<file path="src/rtl/trigger_sequencer_pkg.sv">
// Shared types and default sizing for the trigger/done sequencer.
package trigger_sequencer_pkg;

   // Default watchdog limit (cycles per WAIT) and count-field width.
   localparam int DEF_TIMEOUT_CYCLES = 32;
   localparam int DEF_CNT_W          = 8;

   // Sequencer control states.
   typedef enum logic [1:0] {
      IDLE   = 2'd0,
      FIRE   = 2'd1,
      WAIT   = 2'd2,
      REPORT = 2'd3
   } state_t;

endpackage : trigger_sequencer_pkg

</file>
<file path="src/rtl/trigger_sequencer_if.sv">
// Job request / completion and trigger / done signals of the sequencer.
//
// Handshake semantics: a request transfers on a rising edge where both
// req_valid and req_ready are high; upstream must hold req_valid and
// req_count stable until that edge. The completion record (cmpl_valid with
// cmpl_error/cmpl_rounds) is a one-cycle strobe with no back-pressure.
// trigger and done are single-cycle pulses with no ready signal.
interface trigger_sequencer_if
   import trigger_sequencer_pkg::*;
#(
   parameter int CNT_W = DEF_CNT_W
);
   logic             req_valid;
   logic             req_ready;
   logic [CNT_W-1:0] req_count;
   logic             trigger;
   logic             done;
   logic             busy;
   logic             cmpl_valid;
   logic             cmpl_error;
   logic [CNT_W-1:0] cmpl_rounds;

   // Sequencer side.
   modport master (
      input  req_valid, req_count, done,
      output req_ready, trigger, busy, cmpl_valid, cmpl_error, cmpl_rounds
   );

   // Upstream requester plus downstream responder side.
   modport slave (
      output req_valid, req_count, done,
      input  req_ready, trigger, busy, cmpl_valid, cmpl_error, cmpl_rounds
   );
endinterface : trigger_sequencer_if

</file>
<file path="src/rtl/trigger_sequencer_seq_watchdog.sv">
// Per-round wait counter: counts WAIT cycles and flags the last allowed one.
module seq_watchdog #(
   parameter int TIMEOUT_CYCLES = 32
) (
   input  logic clk,
   input  logic rst,
   input  logic clear,
   input  logic enable,
   output logic expired
);
   localparam int            CW   = (TIMEOUT_CYCLES > 1) ? $clog2(TIMEOUT_CYCLES) : 1;
   localparam logic [CW-1:0] LAST = CW'(TIMEOUT_CYCLES - 1);

   logic [CW-1:0] count;

   // Count enabled cycles from zero; clear restarts the round.
   always_ff @(posedge clk) begin
      if (rst || clear) begin
         count <= '0;
      end else if (enable) begin
         count <= count + CW'(1);
      end
   end

   assign expired = enable && (count == LAST);
endmodule : seq_watchdog

</file>
<file path="src/rtl/trigger_sequencer.sv">
// Initiator of the trigger/done handshake: one trigger per round, waits for
// done under a watchdog, then reports rounds completed and a timeout flag.
module trigger_sequencer
   import trigger_sequencer_pkg::*;
#(
   parameter int TIMEOUT_CYCLES = DEF_TIMEOUT_CYCLES,
   parameter int CNT_W          = DEF_CNT_W
) (
   input  logic                 clk,
   input  logic                 rst,
   trigger_sequencer_if.master  bus,
   output state_t               dbg_state
);
   state_t           state, next_state;
   logic [CNT_W-1:0] target_q;
   logic [CNT_W-1:0] rounds_q;
   logic [CNT_W-1:0] rounds_inc;
   logic             err_q;
   logic             trigger_q;
   logic             accept;
   logic             expired;

   assign bus.req_ready = (state == IDLE) && !rst;
   assign accept        = bus.req_ready && bus.req_valid;
   assign rounds_inc    = rounds_q + CNT_W'(1);

   seq_watchdog #(
      .TIMEOUT_CYCLES (TIMEOUT_CYCLES)
   ) u_watchdog (
      .clk     (clk),
      .rst     (rst),
      .clear   (state == FIRE),
      .enable  (state == WAIT),
      .expired (expired)
   );

   // State register.
   always_ff @(posedge clk) begin
      if (rst) begin
         state <= IDLE;
      end else begin
         state <= next_state;
      end
   end

   // Next-state decode; done takes priority over the watchdog.
   always_comb begin
      next_state = state;
      case (state)
         IDLE: begin
            if (accept) begin
               next_state = (bus.req_count == '0) ? REPORT : FIRE;
            end
         end
         FIRE: next_state = WAIT;
         WAIT: begin
            if (bus.done) begin
               next_state = (rounds_inc == target_q) ? REPORT : FIRE;
            end else if (expired) begin
               next_state = REPORT;
            end
         end
         REPORT:  next_state = IDLE;
         default: next_state = IDLE;
      endcase
   end

   // Job target, round counter, error flag and the registered trigger pulse.
   // trigger_q is loaded from next_state so it is high in the FIRE cycle.
   always_ff @(posedge clk) begin
      if (rst) begin
         target_q  <= '0;
         rounds_q  <= '0;
         err_q     <= 1'b0;
         trigger_q <= 1'b0;
      end else begin
         trigger_q <= (next_state == FIRE);
         if (accept) begin
            target_q <= bus.req_count;
            rounds_q <= '0;
            err_q    <= 1'b0;
         end else if (state == WAIT) begin
            if (bus.done) begin
               rounds_q <= rounds_inc;
            end else if (expired) begin
               err_q <= 1'b1;
            end
         end
      end
   end

   assign bus.trigger     = trigger_q;
   assign bus.busy        = (state != IDLE);
   assign bus.cmpl_valid  = (state == REPORT);
   assign bus.cmpl_error  = (state == REPORT) ? err_q : 1'b0;
   assign bus.cmpl_rounds = (state == REPORT) ? rounds_q : '0;
   assign dbg_state       = state;
endmodule : trigger_sequencer

</file>
<file path="src/flat_wrapper.sv">
// flat-port wrapper written by rule: the top's interface ports become plain ports
module trigger_sequencer_flat import trigger_sequencer_pkg::*;
#(
   parameter int TIMEOUT_CYCLES = DEF_TIMEOUT_CYCLES,
   parameter int CNT_W          = DEF_CNT_W
)
  (clk, rst, dbg_state, bus_req_valid, bus_req_count, bus_done, bus_req_ready, bus_trigger, bus_busy, bus_cmpl_valid, bus_cmpl_error, bus_cmpl_rounds);
  trigger_sequencer_if #(.CNT_W(CNT_W)) bus_i ();
  input  logic clk;
  input  logic rst;
  output state_t dbg_state;
  input wire logic [$bits(bus_i.req_valid)-1:0] bus_req_valid;
  input wire logic [$bits(bus_i.req_count)-1:0] bus_req_count;
  input wire logic [$bits(bus_i.done)-1:0] bus_done;
  output wire logic [$bits(bus_i.req_ready)-1:0] bus_req_ready;
  output wire logic [$bits(bus_i.trigger)-1:0] bus_trigger;
  output wire logic [$bits(bus_i.busy)-1:0] bus_busy;
  output wire logic [$bits(bus_i.cmpl_valid)-1:0] bus_cmpl_valid;
  output wire logic [$bits(bus_i.cmpl_error)-1:0] bus_cmpl_error;
  output wire logic [$bits(bus_i.cmpl_rounds)-1:0] bus_cmpl_rounds;
  assign bus_i.req_valid = bus_req_valid;
  assign bus_i.req_count = bus_req_count;
  assign bus_i.done = bus_done;
  assign bus_req_ready = bus_i.req_ready;
  assign bus_trigger = bus_i.trigger;
  assign bus_busy = bus_i.busy;
  assign bus_cmpl_valid = bus_i.cmpl_valid;
  assign bus_cmpl_error = bus_i.cmpl_error;
  assign bus_cmpl_rounds = bus_i.cmpl_rounds;
  trigger_sequencer #(.TIMEOUT_CYCLES(TIMEOUT_CYCLES), .CNT_W(CNT_W)) u_core (.clk(clk), .rst(rst), .bus(bus_i), .dbg_state(dbg_state));
endmodule
</file>
<file path="config.mk">
export PLATFORM = sky130hd
export DESIGN_NAME = trigger_sequencer_flat
export DESIGN_NICKNAME = d
export VERILOG_FILES = /design/src/rtl/trigger_sequencer_pkg.sv /design/src/rtl/trigger_sequencer_if.sv /design/src/rtl/trigger_sequencer_seq_watchdog.sv /design/src/rtl/trigger_sequencer.sv /design/src/flat_wrapper.sv
export SDC_FILE = /design/constraint.sdc
export NUM_CORES = 1
export LEC_CHECK = 0
export ABC_AREA = 1
export ABC_CLOCK_PERIOD_IN_PS = 1400
export CAP_MARGIN = 20
export CORE_ASPECT_RATIO = 1.5
export CORE_MARGIN = 2
export CORE_UTILIZATION = 40
export CTS_BUF_LIST = sky130_fd_sc_hd__clkbuf_8
export CTS_CLUSTER_DIAMETER = 50
export CTS_CLUSTER_SIZE = 14
export DETAILED_ROUTE_END_ITERATION = 16
export GPL_ROUTABILITY_DRIVEN = 0
export GPL_TIMING_DRIVEN = 1
export HOLD_SLACK_MARGIN = 0.12
export PLACE_DENSITY = 0.78
export SYNTH_ARGS = -nofsm -noshare
export SYNTH_HDL_FRONTEND = slang
export SYNTH_SLANG_ARGS = --single-unit
export TNS_END_PERCENT = 100
</file>
<file path="constraint.sdc">
create_clock -name clk -period 1.4 [get_ports clk]
set_clock_uncertainty 0.05 [all_clocks]
set_input_delay 0.21 -clock clk [delete_from_list [all_inputs] [get_ports clk]]
set_output_delay 0.21 -clock clk [all_outputs]
set_load 0.01 [all_outputs]
</file>
Word-level counts from Yosys, hierarchy flattened
Cells that the tools add are included.

operators by class
  add/sub/neg operators = 2
  $mul = 0
  divide/modulo/power cells = 0
  $lt $le $gt $ge = 0
  equality and inequality tests = 6
  shift-type cells = 0
  mux-type cells = 8
  bitwise gates (word level) = 1
  reduce and logical (&&, ||, !) cells = 11

operators with widths
  operator                                             count
  two-way mux 2 bit                                    5
  adder 8 x 1 -> 8 bit, second input constant          1
  equality test 8 bit                                  1
  zero test 8 bit                                      1
  two-way mux 8 bit                                    1
  case mux 2 bit (4 select lines)                      1
  adder 5 x 1 -> 5 bit, second input constant          1
  equality test 5 bit, second input constant           1
  equality test 2 x 1 -> 1 bit, second input constant  2
  equality test 2 bit, second input constant           2
  logical AND 1 bit                                    3
  AND reduction 3 bit                                  1
  zero test 2 bit                                      1
  AND reduction 2 bit                                  1
  nonzero test 2 bit                                   1
  OR reduction 2 bit                                   1
  zero test 1 bit                                      1
  logical OR 1 bit                                     1
  two-way mux 1 bit                                    1
  inverter 1 bit                                       1

word-level totals
  flip-flop bits (word level) = 25
  bits in latches = 0
  memory bits (writable) = 0
  bits in read-only memories = 0
  input port bits = 12
  output and inout port bits = 15
  logic and storage cells = 34
  memories = 0

Longest topological paths before layout
  depth after elaboration = 6
  depth in mapped cells = 14
  mapped depth without buffers = 14

Cells and area by module
From an unflattened synthesis, not the netlist that was laid out.

second synthesis, totals
  cell total of the unflattened synthesis = 205
  area total of the unflattened synthesis = 1376.3 um^2

modules (own cells, without submodules)
  module             times used  cells each  area each (um^2)  seq. area each (um^2)
  trigger_sequencer  1           173         1114.8            400.4
  seq_watchdog       1           32          261.5             100.1

Least setup slack after synthesis
No wires, ideal clock.

  kind = reg-to-reg
  start point = register u_core.rounds_q[0]
  end point = register u_core.trigger_q, in the netlist u_core.bus.trigger
  data arrival time = 1337 ps
  setup slack = -97 ps
  stages on the path, launching flop included = 15
  buffers on the path = 0
  path through = dfxtp_1 > ha_1 > nand2_2 > nor2_2 > nand2_1 > nand2_1 > nand2_1 > nand2_1 > nand2_1 > nor2_1 > nand2_1 > nand2_1 > nand2_1 > nand2_1 > nor2_1

between the ends
  word-level cells in the longest chain between the ends = 6

ends and longest elaborated chain
  element                          RTL line                 RTL
  start, declared                  trigger_sequencer.sv:16  logic [CNT_W-1:0] rounds_q;
  start signal, assigned           trigger_sequencer.sv:84  rounds_q <= rounds_inc;
  adder 8 x 1 -> 8 bit             trigger_sequencer.sv:25  assign rounds_inc = rounds_q + CNT_W'(1);
  equality test 8 bit              trigger_sequencer.sv:58  next_state = (rounds_inc == target_q) ? REPORT : FIRE;
  two-way mux 2 bit                trigger_sequencer.sv:58
  two-way mux 2 bit                trigger_sequencer.sv:57  if (bus.done) begin
  case mux 2 bit (4 select lines)  trigger_sequencer.sv:49  case (state)
  equality test 2 x 1 -> 1 bit     trigger_sequencer.sv:77  trigger_q <= (next_state == FIRE);
  end signal, assigned             trigger_sequencer.sv:77
  end, declared                    trigger_sequencer.sv:19  logic trigger_q;

Every way passes these cells.
A chain may end at the register's enable or synchronous reset.

Worst setup path after layout
  start point = register u_core.rounds_q[1]
  end point = register u_core.trigger_q, in the netlist u_core.bus.trigger

The elaborated chain is that of the path after synthesis.

==> impl.org <==
** Route
- Dividing the detail-routed wire length by the instance count gives ~12 um.
- After detailed routing, the number of vias per cell comes to between 4 and 5.
- Total Wirelength :: 3650 um
- The detailed router finished its first iteration with 33 violations.
- Routed via count :: 1558
- The first detailed-routing pass ran for 4 iterations.
- Once detail routing completed, the nets flagged for antenna violations numbered 0.
- After detailed routing, the number of remaining DRC violations is 0.

** Cells and area
- Number of cells in the finished layout apart from fillers :: 313
- In the final design database the tool counted 287 nets.
- P&R area growth vs syn :: 49.36%
- Summing all non-filler instances in the final layout gives an area of 2056 um^2.
- Share of cells above drive strength 1 :: 0.3542
- Number of diodes :: 0

** Status
- The final reports fail on negative setup slack.
- The flow ran to the end, but the final reports show violations.

** Placement
- Cell count after placement :: 306
- Instance area after placement :: 1916 um^2
- The count of buffers added on input and output ports is 26.
- Sum of net half-perimeters after detailed placement :: 2609 um
- Before CTS, the worst setup slack after placement is -0.2098 ns.

** Pwr
- For this design the ratio of total power to cell area is between 700 and 800 nW/um^2.
- The internal power of the cells totals 1.101 mW.
- Final total power :: 1.528 mW
- Portion of total power attributed to sequential cells :: 0.503
- Of the total power, combinational logic draws 0.212.
- The analysis attributes to net switching a power of 427.1 uW.
- Of the total power, the share spent switching nets is 0.2794.
- The share of total power dissipated in the clock network is 0.285.
- The worst-case IR drop observed on VDD is 644.7 uV.
- The analysis attributes to cell leakage a power of 0.9338 nW.

** Worst hold path
- Start point of the worst hold path :: u_core.u_watchdog.count[4]
- Endpoint of the worst hold-timing path :: u_core.u_watchdog.count[4]
- The tightest min-delay check is of the flop to flop type.
- Worst hold path cell count :: 2

** STA
- Final Cycle Share :: 1.136
- Across all hold checks on the routed design, the worst slack comes to 0.4308 ns.
- RSZ-0062 raised after global routing :: yes
- Setup violations remaining at the end of the flow were counted as 2.
- Clock period minus worst slack :: 1.591 ns
- Remaining max-slew budget at the tightest pin :: 0.8354
- Final number of hold-violating endpoints :: 0
- At the pin with the least slew margin, the transition time is around 0.24 ns.
- Final count of pins violating max slew :: 0
- Worst-case setup margin in the final layout :: -0.1908 ns
- Upper clock frequency limit :: 628.6 MHz

** Worst setup path
- Data arrival time of the critical path :: 1.76 ns
- The worst setup path is launched from a flop.
- For the worst setup path, the data required time is 1.57 ns.
- Worst Reg2Reg Path Length in Cells :: 13
- Startpoint of the most critical register-to-register path :: u_core.rounds_q[1]
- The setup path with the least slack is of type flop to flop.
- Crit. End Element :: flop
- Of all nets on the critical path, the largest fanout is 6.
- The setup check on the worst reg-to-reg path leaves a slack of -0.19 ns.
- In this run the worst setup path begins at u_core.rounds_q[1].
- Destination of the worst register-to-register timing path :: u_core.bus.trigger

** Synth
- Register area share after synthesis :: 0.3636
- The biggest area contributor in the post-synthesis netlist is sky130_fd_sc_hd__dfxtp_1.
- Count of yosys warnings during synthesis :: 0
- The number of nets in the synthesized netlist is 227.
- Flops & latches, synth :: 25
- The average instance in the mapped netlist occupies 6.492 um^2.
- Of the post-synthesis cell area, the dominant cell type holds 0.3636.
- Number of cells produced by synthesis :: 212
- By area the synthesized netlist is led by sky130_fd_sc_hd__dfxtp_1 (36%), sky130_fd_sc_hd__nand2_1 (14%), sky130_fd_sc_hd__inv_1 (9.8%), sky130_fd_sc_hd__nand3_1 (7.3%), sky130_fd_sc_hd__nor2_1 (6.3%).
- In this run, distinct cell masters in the synthesized netlist total 25.
- The cell area that synthesis handed to floorplanning was about 1400 um^2.

** Floorplan
- The die is 51.90 um wide.
- 27 I/O pins were placed.
- The floorplan step set the die height to 75.84 um.
- Initial standard-cell utilization of the core :: 0.4108
- Floorplan Core Area :: 3351 um^2
- Area of the die :: 3936 um^2
- Row generation in the floorplan step produced 26 rows.

** GRT
- The number of antenna violations at the first check in global routing came to 0.
- Via count of the first global-routing pass :: 1423
- Global-route wire length before repair :: between 5000 and 6000 um
- GRT Residual Overflow :: 0
- For this run, the total global-route usage over all layers was measured as 0.1911.
- Entering global routing, the biggest net connects 14 pins.

** Clocking
- Max Root-Sink Buffers :: 2
- In this run the number of H-tree levels came out at 1.
- After clock tree synthesis, the clock-pin slew on the worst setup and hold paths is about 0.09 ns.
- Total CTS buffers :: 3
- CTS placed an instance of sky130_fd_sc_hd__clkbuf_8 at the clock tree root.
- The clock drives 25 sinks.
- CTS tree :: built
- The later pin in the worst-skew pair is clocked with a latency of 0.27 ns.
- Buffers inserted to repair hold after CTS numbered 0.

** Run
- Max capacitance violation total :: 0
[metrics by stage]
| stage | TNS, ns | utilization |
|---|---|---|
| 6_report | -0.3579 | 0.6135 |
| 2_1_floorplan | -0.06809 | - |
| 4_1_cts | -0.3260 | 0.5788 |
| 5_1_grt | -0.8473 | 0.6135 |
| 3_5_place_dp | -3.433 | 0.5717 |
| 3_3_place_gp | -2.613 | 0.5717 |
[final cells by class]
type	instances	area (um^2)
fillers	301	1295
multi-input cells	144	823.3
flip-flops and latches	25	514.2
repair buffers	57	464.2
inverters	41	156.4
well taps	42	52.55
clock buffers	3	41.29
clock inverters	1	3.754
[sequential cells by signal (all words and copies together) (netlist names)]
signal,flops
u_core.dbg_state,2
u_core.target_q,8
u_core.u_watchdog.count,5
u_core.rounds_q,8
u_core.bus.trigger,1
u_core.err_q,1
[metal layers]
layer | track usage | share of wire | up-vias
li1 | - | - | 788
met1 | 0.2193 | 0.41 | 722
met2 | 0.3277 | 0.53 | 38
met3 | 0.03725 | 0.039 | 10
met4 | 0.1082 | 0.029 | 0
met5 | 0 | 0 | -
[how the worst max path moves through the flow]
stage,to,cells after the start
global route,u_core.bus.trigger,13
CTS,u_core.bus.trigger,14
detailed placement,bus_req_ready,3
finish,u_core.bus.trigger,13
global placement,bus_req_ready,3
floorplan,u_core.bus.trigger,14
[power by group through the flow]
stage	combinational, mW	sequential (mW)	clock [mW]
6_report	0.324	0.769	0.435
3_3_place_gp	0.301	0.782	0
5_1_grt	0.360	0.774	0.470
2_1_floorplan	0.144	0.788	0
3_5_place_dp	0.304	0.783	0
4_1_cts	0.301	0.768	0.432
[kinds of logic (layout without fill, tap and decap cells)]
group	count (synthesis)	count (layout)	synth area share
AND/OR/NAND/NOR	111	111	0.3618
buffers and inverters	43	102	0.1236
AO/OA/AOI/OAI	30	30	0.1236
flip-flops	25	25	0.3636
adder cells (fa/ha/maj)	3	3	0.02728
[what timing repair did]
item,in CTS,in global routing
cloned,0,0
pin swaps,2,16
buffers inserted,0,3
endpoints found under the hold margin,0,0
resized for setup,54,42
endpoints found under the setup margin,24,19
[cell usage after synthesis, drive strengths merged]
master,count
dfxtp,25
o21a,1
a21oi,10
ha,3
o21ai,14
o211ai,2
nor3,3
buf,2
nand3,21
nand4,2
nor3b,1
nor2,29
nand2,53
inv,41
nor4,2
a211oi,2
o21bai,1
[placed cells by master (no fill, tap or decap), types with 6 or more instances in the layout]
master,n
sky130_fd_sc_hd__buf_4,25
sky130_fd_sc_hd__inv_1,32
sky130_fd_sc_hd__o21ai_1,9
sky130_fd_sc_hd__nand3_1,18
sky130_fd_sc_hd__nor2_1,19
sky130_fd_sc_hd__inv_2,9
sky130_fd_sc_hd__buf_2,9
sky130_fd_sc_hd__nor2_4,6
sky130_fd_sc_hd__dfxtp_1,18
sky130_fd_sc_hd__nand2_2,8
sky130_fd_sc_hd__a21oi_1,6
sky130_fd_sc_hd__clkdlybuf4s50_1,11
sky130_fd_sc_hd__nand2_1,44
[critical path, stage by stage, from the launching register on]
cell and delay, ns:
sky130_fd_sc_hd__dfxtp_2 0.36, sky130_fd_sc_hd__buf_4 0.12, sky130_fd_sc_hd__nand2_2 0.06, sky130_fd_sc_hd__nor2_4 0.19, sky130_fd_sc_hd__nand3_1 0.12, sky130_fd_sc_hd__nand2_1 0.13
sky130_fd_sc_hd__nand3_1 0.08, sky130_fd_sc_hd__nand2_1 0.08, sky130_fd_sc_hd__nor2_2 0.04, sky130_fd_sc_hd__nand2_1 0.06, sky130_fd_sc_hd__nand2_1 0.05, sky130_fd_sc_hd__nand2_1 0.07
sky130_fd_sc_hd__nand2_1 0.06, sky130_fd_sc_hd__nor2_1 0.07
Power figures use the tool's default switching activity.
